## src/rtl/average_accumulator.sv

```systemverilog
// Global-average stage: accumulates 9-lane RAM samples per channel group over 4096
// samples, then emits rounded (half-up) averages over a valid/ready handshake.
module average_accumulator #(
    parameter int DATA_W = 16,
    parameter int LANES  = 9,
    parameter int SHIFT  = 12,
    parameter int ACC_W  = DATA_W + SHIFT
) (
    input  logic                    i_clk,
    input  logic                    i_reset,
    input  logic                    i_resetAverage,
    input  logic                    i_writeEnable,
    input  logic                    i_mask,
    input  logic                    i_finish,
    input  logic [LANES*DATA_W-1:0] i_data0,
    input  logic [LANES*DATA_W-1:0] i_data1,
    input  logic [LANES*DATA_W-1:0] i_data2,
    output logic [DATA_W-1:0]       o_average0,
    output logic [DATA_W-1:0]       o_average1,
    output logic [DATA_W-1:0]       o_average2,
    output logic                    o_valid,
    input  logic                    i_ready,
    output logic [SHIFT:0]          o_count,
    output logic                    o_error
);
    typedef enum logic [2:0] {IDLE, ACCUM, DRAIN, DIVIDE, HOLD} state_t;

    localparam logic [SHIFT:0] FULL_COUNT = {1'b1, {SHIFT{1'b0}}};
    localparam logic [SHIFT:0] INC_FULL   = (SHIFT+1)'(LANES);
    localparam logic [ACC_W:0] HALF       = (ACC_W+1)'(1) << (SHIFT-1);

    state_t                    state_q, state_d;
    logic [LANES*DATA_W-1:0]   data [3];
    logic [ACC_W-1:0]          sum_d [3];
    logic [ACC_W-1:0]          s_q [3], s_d [3];
    logic [ACC_W-1:0]          acc_q [3], acc_d [3];
    logic [DATA_W-1:0]         avg_q [3], avg_d [3];
    logic                      pend_q, pend_d;
    logic                      valid_q, valid_d;
    logic                      err_q, err_d;
    logic [SHIFT:0]            cnt_q, cnt_d;
    logic                      we_ok;
    logic signed [DATA_W-1:0]  lane;
    logic signed [ACC_W-1:0]   lane_ext;
    logic [ACC_W:0]            rnd;

    assign data[0] = i_data0;
    assign data[1] = i_data1;
    assign data[2] = i_data2;

    assign we_ok = i_writeEnable && i_resetAverage && (state_q inside {IDLE, ACCUM, HOLD});

    // Masked lanes (1..LANES-1 when i_mask=0) contribute nothing to the group sum.
    always_comb begin
        lane     = '0;
        lane_ext = '0;
        for (int unsigned g = 0; g < 3; g++) begin
            sum_d[g] = '0;
            for (int unsigned k = 0; k < LANES; k++) begin
                lane     = data[g][k*DATA_W +: DATA_W];
                lane_ext = lane;
                if (i_mask || k == 0) sum_d[g] = sum_d[g] + lane_ext;
            end
        end
    end

    always_comb begin
        state_d = state_q;
        pend_d  = pend_q;
        valid_d = valid_q;
        err_d   = err_q;
        cnt_d   = cnt_q;
        rnd     = '0;
        for (int unsigned g = 0; g < 3; g++) begin
            s_d[g]   = s_q[g];
            acc_d[g] = acc_q[g];
            avg_d[g] = avg_q[g];
        end

        if (pend_q) begin
            for (int unsigned g = 0; g < 3; g++) acc_d[g] = acc_q[g] + s_q[g];
            pend_d = 1'b0;
        end
        if (we_ok) begin
            for (int unsigned g = 0; g < 3; g++) s_d[g] = sum_d[g];
            pend_d = 1'b1;
            cnt_d  = cnt_q + (i_mask ? INC_FULL : (SHIFT+1)'(1));
        end

        case (state_q)
            IDLE:  if (we_ok) state_d = ACCUM;
            ACCUM: if (i_finish) state_d = DRAIN;
            DRAIN: begin
                if (i_writeEnable || i_finish) err_d = 1'b1;
                if (!pend_q) begin
                    state_d = DIVIDE;
                    if (cnt_q != FULL_COUNT) err_d = 1'b1;
                end
            end
            DIVIDE: begin
                if (i_writeEnable || i_finish) err_d = 1'b1;
                for (int unsigned g = 0; g < 3; g++) begin
                    rnd      = {acc_q[g][ACC_W-1], acc_q[g]} + HALF;
                    avg_d[g] = rnd[SHIFT +: DATA_W];
                end
                valid_d = 1'b1;
                state_d = HOLD;
            end
            HOLD: begin
                if (i_finish) err_d = 1'b1;
                if (valid_q && i_ready) begin
                    valid_d = 1'b0;
                    state_d = IDLE;
                end
            end
            default: state_d = IDLE;
        endcase

        // Pass clear: HOLD keeps its pending result and handshake untouched.
        if (!i_resetAverage) begin
            for (int unsigned g = 0; g < 3; g++) begin
                s_d[g]   = '0;
                acc_d[g] = '0;
                avg_d[g] = avg_q[g];
            end
            pend_d = 1'b0;
            cnt_d  = '0;
            err_d  = 1'b0;
            if (state_q != HOLD) begin
                state_d = IDLE;
                valid_d = valid_q;
            end
        end
    end

    always_ff @(posedge i_clk) begin
        if (!i_reset) begin
            state_q <= IDLE;
            pend_q  <= 1'b0;
            valid_q <= 1'b0;
            err_q   <= 1'b0;
            cnt_q   <= '0;
            for (int unsigned g = 0; g < 3; g++) begin
                s_q[g]   <= '0;
                acc_q[g] <= '0;
                avg_q[g] <= '0;
            end
        end else begin
            state_q <= state_d;
            pend_q  <= pend_d;
            valid_q <= valid_d;
            err_q   <= err_d;
            cnt_q   <= cnt_d;
            for (int unsigned g = 0; g < 3; g++) begin
                s_q[g]   <= s_d[g];
                acc_q[g] <= acc_d[g];
                avg_q[g] <= avg_d[g];
            end
        end
    end

    assign o_average0 = avg_q[0];
    assign o_average1 = avg_q[1];
    assign o_average2 = avg_q[2];
    assign o_valid    = valid_q;
    assign o_count    = cnt_q;
    assign o_error    = err_q;
endmodule
```

## config.mk

```make
export PLATFORM = sky130hd
export DESIGN_NAME = average_accumulator
export DESIGN_NICKNAME = d
export VERILOG_FILES = /design/src/rtl/average_accumulator.sv
export SDC_FILE = /design/constraint.sdc
export NUM_CORES = 2
export LEC_CHECK = 0
export ABC_AREA = 1
export CAP_MARGIN = 40
export CORE_UTILIZATION = 30
export CTS_CLUSTER_SIZE = 14
export DETAILED_ROUTE_END_ITERATION = 10
export GPL_ROUTABILITY_DRIVEN = 0
export HOLD_SLACK_MARGIN = 0.12
export PLACE_DENSITY = 0.49
export RECOVER_POWER = 100
export SYNTH_ARGS = -nofsm -noshare
export SYNTH_HDL_FRONTEND = slang
export SYNTH_SLANG_ARGS = --single-unit
```

## constraint.sdc

```tcl
create_clock -name i_clk -period 40.8 [get_ports i_clk]
set_input_delay 10.2 -clock i_clk [delete_from_list [all_inputs] [get_ports i_clk]]
set_output_delay 10.2 -clock i_clk [all_outputs]
set_load 0.05 [all_outputs]
```

==> results by stage <==
Outcome:
- The flow ran to the end, but the final reports show violations.
- The checks that failed: capacitance limit, slew limit.

Power:
- The static leakage is 26.1 nW.
- The total chip power is just under 2 mW.
- For this design the ratio of total power to cell area is 37.2 mW/mm^2.
- The maximum resistive drop on vdd is slightly above 0.03 mV.

CTS:
- CTS built an H-tree with a depth of 1.
- The library cell used as clock root buffer is sky130_fd_sc_hd__clkbuf_16.
- The CTS tree is done.
- After clock tree synthesis, the setup repair step added 0 buffers.
- The clock reaches the later pin of the worst-skew pair after 0.56 ns.
- The number of buffers on the longest clock path is 3.
- The CTS sink count is approximately 240.
- After clock tree synthesis, the flow added hold-fix buffers numbering 0.
- Clock-pin slew was measured on the worst setup and hold paths at roughly 0.060 ns.
- The number of clock buffers added by TritonCTS is 27.
- The total of cells resized after clock tree synthesis is 0.

Timing:
- The number of max-slew violations in the final report is 366.
- The hold violation total from the final report was 0.
- Derived from the worst setup path, the maximum achievable clock frequency is ~34 MHz.
- Setup violations remaining at the end of the flow were counted as 0.
- The final-layout setup total negative slack is 0 ns.
- The hold slack is approximately 0.47 ns.
- The clock skew is approximately 0.019 ns.
- Headroom to the max-slew limit came out at -195%.
- At the pin with the least slew margin, the transition time is 4.42 ns.
- The worst path in the final design needs a cycle of between 20 and 30 ns, including I/O delays and setup.
- Of the available clock period, the critical path in the final layout requires 71.9%.
- Setup repair after global routing left no endpoint under its margin.

Yosys:
- Among all cell types in the netlist, the one instantiated most often is sky130_fd_sc_hd__nand2_1.
- For this run, the leading register cell type out of synthesis is sky130_fd_sc_hd__dfxtp_1.
- Of the synthesized area, sequential elements account for 10.5%.
- The share of the synthesized area in the top cell type is 19.5%.
- Sorting the synthesized cells by area gives the leading types as sky130_fd_sc_hd__ha_1, sky130_fd_sc_hd__a21oi_1, sky130_fd_sc_hd__nand2_1.
- The adder-cell area share of the yosys netlist is about a fifth.
- The mapped netlist covers 0.0448 mm^2.
- The synthesized area divided by synthesized cell count is 6.26 um^2.
- The number of nets handed over by synthesis was 8327.
- Counting flops with a built-in enable in the synthesized netlist gives 0.
- Ranked by instance count, the synthesized netlist is headed by sky130_fd_sc_hd__nand2_1, sky130_fd_sc_hd__a21oi_1, sky130_fd_sc_hd__inv_1.
- The share of the synthesized netlist area taken by xor and xnor gates is between 9 and 10%.
- The dominant combinational cell family by area after synthesis is compound AO/OA/AOI/OAI gates.
- After synthesis, the share of cell area in mux cells is 0%.
- The synthesized netlist devotes 27.3% of its cell area to compound gates.
- In the synthesized netlist the async set-or-reset flop fraction comes to 0%.
- Of the total synthesized cell area, the portion taken by AND, OR, NAND and NOR gates is 20.7%.
- In the synthesized netlist, the number of instances is 7162.
- The leading area contributor after synthesis is sky130_fd_sc_hd__ha_1.
- Yosys printed 0 warnings.
- The number of synthesized register bits is 235.
- The count of distinct cell types in the synthesized netlist is 75.

Floorplanning:
- The width of the die is 389 um.
- The row count is 141.
- The number of primary I/O pins is 502.
- Measured along the y axis, the die boundary spans 389 um.
- The starting density of the core is 30.3%.
- The die covers roughly 0.15 mm^2.
- The core area is 0.148 mm^2.

GRT:
- The overall routing resource usage is 21.4%.
- The via count of the first global-routing pass is 44342.
- The remaining global-route overflow is 0.
- The largest net degree at the start of global routing is 145.
- The first global-routing pass estimated 257000 um of wire.
- The initial antenna violation count is 46.

Worst setup path:
- The launch point of the worst reg-to-reg path is state_q[0].
- The capture point of the worst reg-to-reg path is s_q[0][50].
- The data required time at the worst endpoint is 41.24 ns.
- In this run the register-to-register setup slack is 36.27 ns.
- The endpoint type of the worst setup path is a flip-flop.
- The largest driver fanout on the critical path is 88.
- The cell type with the highest occurrence count on the critical path is sky130_fd_sc_hd__nand2_1.
- The worst reg2reg path depth is 9.
- The launching element type of the critical path is an input port.
- The delay of the slowest cell on the worst path is roughly 3.8 ns.
- The critical path is of the input port to flip-flop type.
- The standard cell with the maximum stage delay on the critical path is sky130_fd_sc_hd__clkinvlp_2.
- Data arrives at the worst endpoint at roughly 30 ns.

Routing:
- The via count is about 47000.
- After detailed routing, the number of vias per cell comes to approximately 4.9.
- For this block, the routed nets add up to 168000 um of wire.
- In this run, the number of DRC markers left after iteration 0 of detailed routing was between 3000 and 4000.
- After detailed routing, the average wire length per cell comes to between 15 and 20 um.
- The number of detailed-route iterations in the first pass is 5.
- For this run, design rule violations remaining after detail routing come to 0.
- Once detail routing completed, the nets flagged for antenna violations numbered 0.

Hold path:
- The startpoint of the most critical hold path is acc_q[0][28].
- The classification of the worst-slack hold path is flip-flop to flip-flop.
- The hold path endpoint is acc_q[0][28].
- Along the worst hold path, the cell count comes to 2.

Final layout:
- The final layout contains 8736 nets.
- The count of fill cells added during filler insertion is 16205.
- In the final layout, flip-flops and latches occupy around 0.0047 mm^2.
- The share of post-route cells with drive strength above 1 is between 3 and 4%.
- The area added between synthesis and finish is 17.4%.
- The final standard cell area without fillers is 0.0526 mm^2.
- After the flow finishes, the layout carries non-filler instances totaling 9535.
- The multi-input combinational cell area is 0.0352 mm^2.

Place:
- In this run, placement finished with an instance count of 9472.
- Buffers placed on the I/O ports in this run total 501.
- Summed over all nets, the half-perimeter wirelength after detailed placement is 142000 um.
- Once placement finished, the instance area stood at approximately 0.052 mm^2.

Run:
- The tool flagged a number of max-cap violations equal to 7.
==> logic make-up (layout without fill, tap and decap cells) <==
| logic type | count (synthesis) | in the layout |
|---|---|---|
| adders and majority gates | 726 | 726 |
| xor gates and xnor gates | 510 | 510 |
| AOI/OAI and AO/OA | 2149 | 2149 |
| and+or+nand+nor | 2276 | 2276 |
| buffers and inverters | 1266 | 1695 |
| DFF | 235 | 235 |
| other | 0 | 14 |
==> cell usage in the layout (no fill, tap or decap), types with 21 or more instances in the layout <==
master,n
sky130_fd_sc_hd__nand2_1,1260
sky130_fd_sc_hd__a21oi_1,1083
sky130_fd_sc_hd__inv_1,1068
sky130_fd_sc_hd__ha_1,699
sky130_fd_sc_hd__nor2_1,603
sky130_fd_sc_hd__o21ai_0,565
sky130_fd_sc_hd__clkdlybuf4s50_1,435
sky130_fd_sc_hd__xor2_1,328
sky130_fd_sc_hd__dfxtp_1,234
sky130_fd_sc_hd__nand3_1,200
sky130_fd_sc_hd__xnor2_1,182
sky130_fd_sc_hd__o21ai_1,95
sky130_fd_sc_hd__nor3_1,68
sky130_fd_sc_hd__o211ai_1,65
sky130_fd_sc_hd__dlygate4sd3_1,65
sky130_fd_sc_hd__o21ai_2,47
sky130_fd_sc_hd__o21bai_1,44
sky130_fd_sc_hd__nand4_1,37
sky130_fd_sc_hd__a21oi_2,36
sky130_fd_sc_hd__a21o_1,33
sky130_fd_sc_hd__buf_4,33
sky130_fd_sc_hd__nor4_1,32
sky130_fd_sc_hd__inv_2,29
sky130_fd_sc_hd__fa_1,27
sky130_fd_sc_hd__clkbuf_16,27
sky130_fd_sc_hd__a31oi_1,26
sky130_fd_sc_hd__nand2_2,22
sky130_fd_sc_hd__o31ai_1,21
==> state kept, by name, indices dropped and copies added (netlist names) <==
name,count
o_error,1
o_count,13
avg_q,48
acc_q,84
pend_q,1
state_q,3
s_q,84
o_valid,1
==> worst max-delay path: cells and delay by family <==
kind            cells  cell delay [ns]
compound gates     22             4.65
xor+xnor            4             0.58
fa+ha+maj           8             2.80
buf+inv            13             7.79
simple gates       31             3.55
==> report_power, final <==
group          internal (mW)  switching (mW)  leakage, nW
clock network          0.129           0.105        0.406
registers              0.235         0.00558         1.90
logic                  0.582           0.901         23.8
total                  0.946            1.01         26.1
==> cell type report <==
| type | count | area share (%) |
|---|---|---|
| repair buffers | 542 | 10.1 |
| well taps | 1930 | 4.59 |
| flip-flops and latches | 235 | 8.94 |
| clock inverters | 15 | 0.181 |
| inverters | 1104 | 7.88 |
| multi-input cells | 5661 | 66.8 |
| clock buffers | 34 | 1.41 |
| diodes | 14 | 0.0666 |
==> worst max-delay path by stage <==
stage	from	endpoint	slack [ns]	cells after the start
floorplan	i_mask	s_q[0][55]	19.93	83
detailed placement	i_data1[0]	s_q[0][55]	17.68	85
global placement	i_data1[0]	s_q[0][55]	17.81	87
CTS	i_data1[0]	s_q[0][55]	18.22	85
finish	i_mask	s_q[0][55]	11.46	78
global route	i_mask	s_q[0][55]	9.54	79
==> layer usage <==
metal | vias to the layer above | wire length [um] | share of wire (%) | GRT usage [%]
met1 | 21018 | 88400 | 53 | 32.4
met3 | 142 | 7710 | 4.6 | 1.91
met4 | 14 | 2810 | 1.7 | 3.85
li1 | 24824 | - | - | -
met5 | - | 94 | 0.056 | 0
met2 | 935 | 68500 | 41 | 32.5
==> per-stage QoR <==
step	utilization [%]	worst slack [ns]
2_1_floorplan	-	19.93
3_3_place_gp	35.0	17.81
3_5_place_dp	35.1	17.68
4_1_cts	35.7	18.22
5_1_grt	35.5	9.54
6_report	35.6	11.46
No activity file was read; power rests on OpenSTA's default activity.
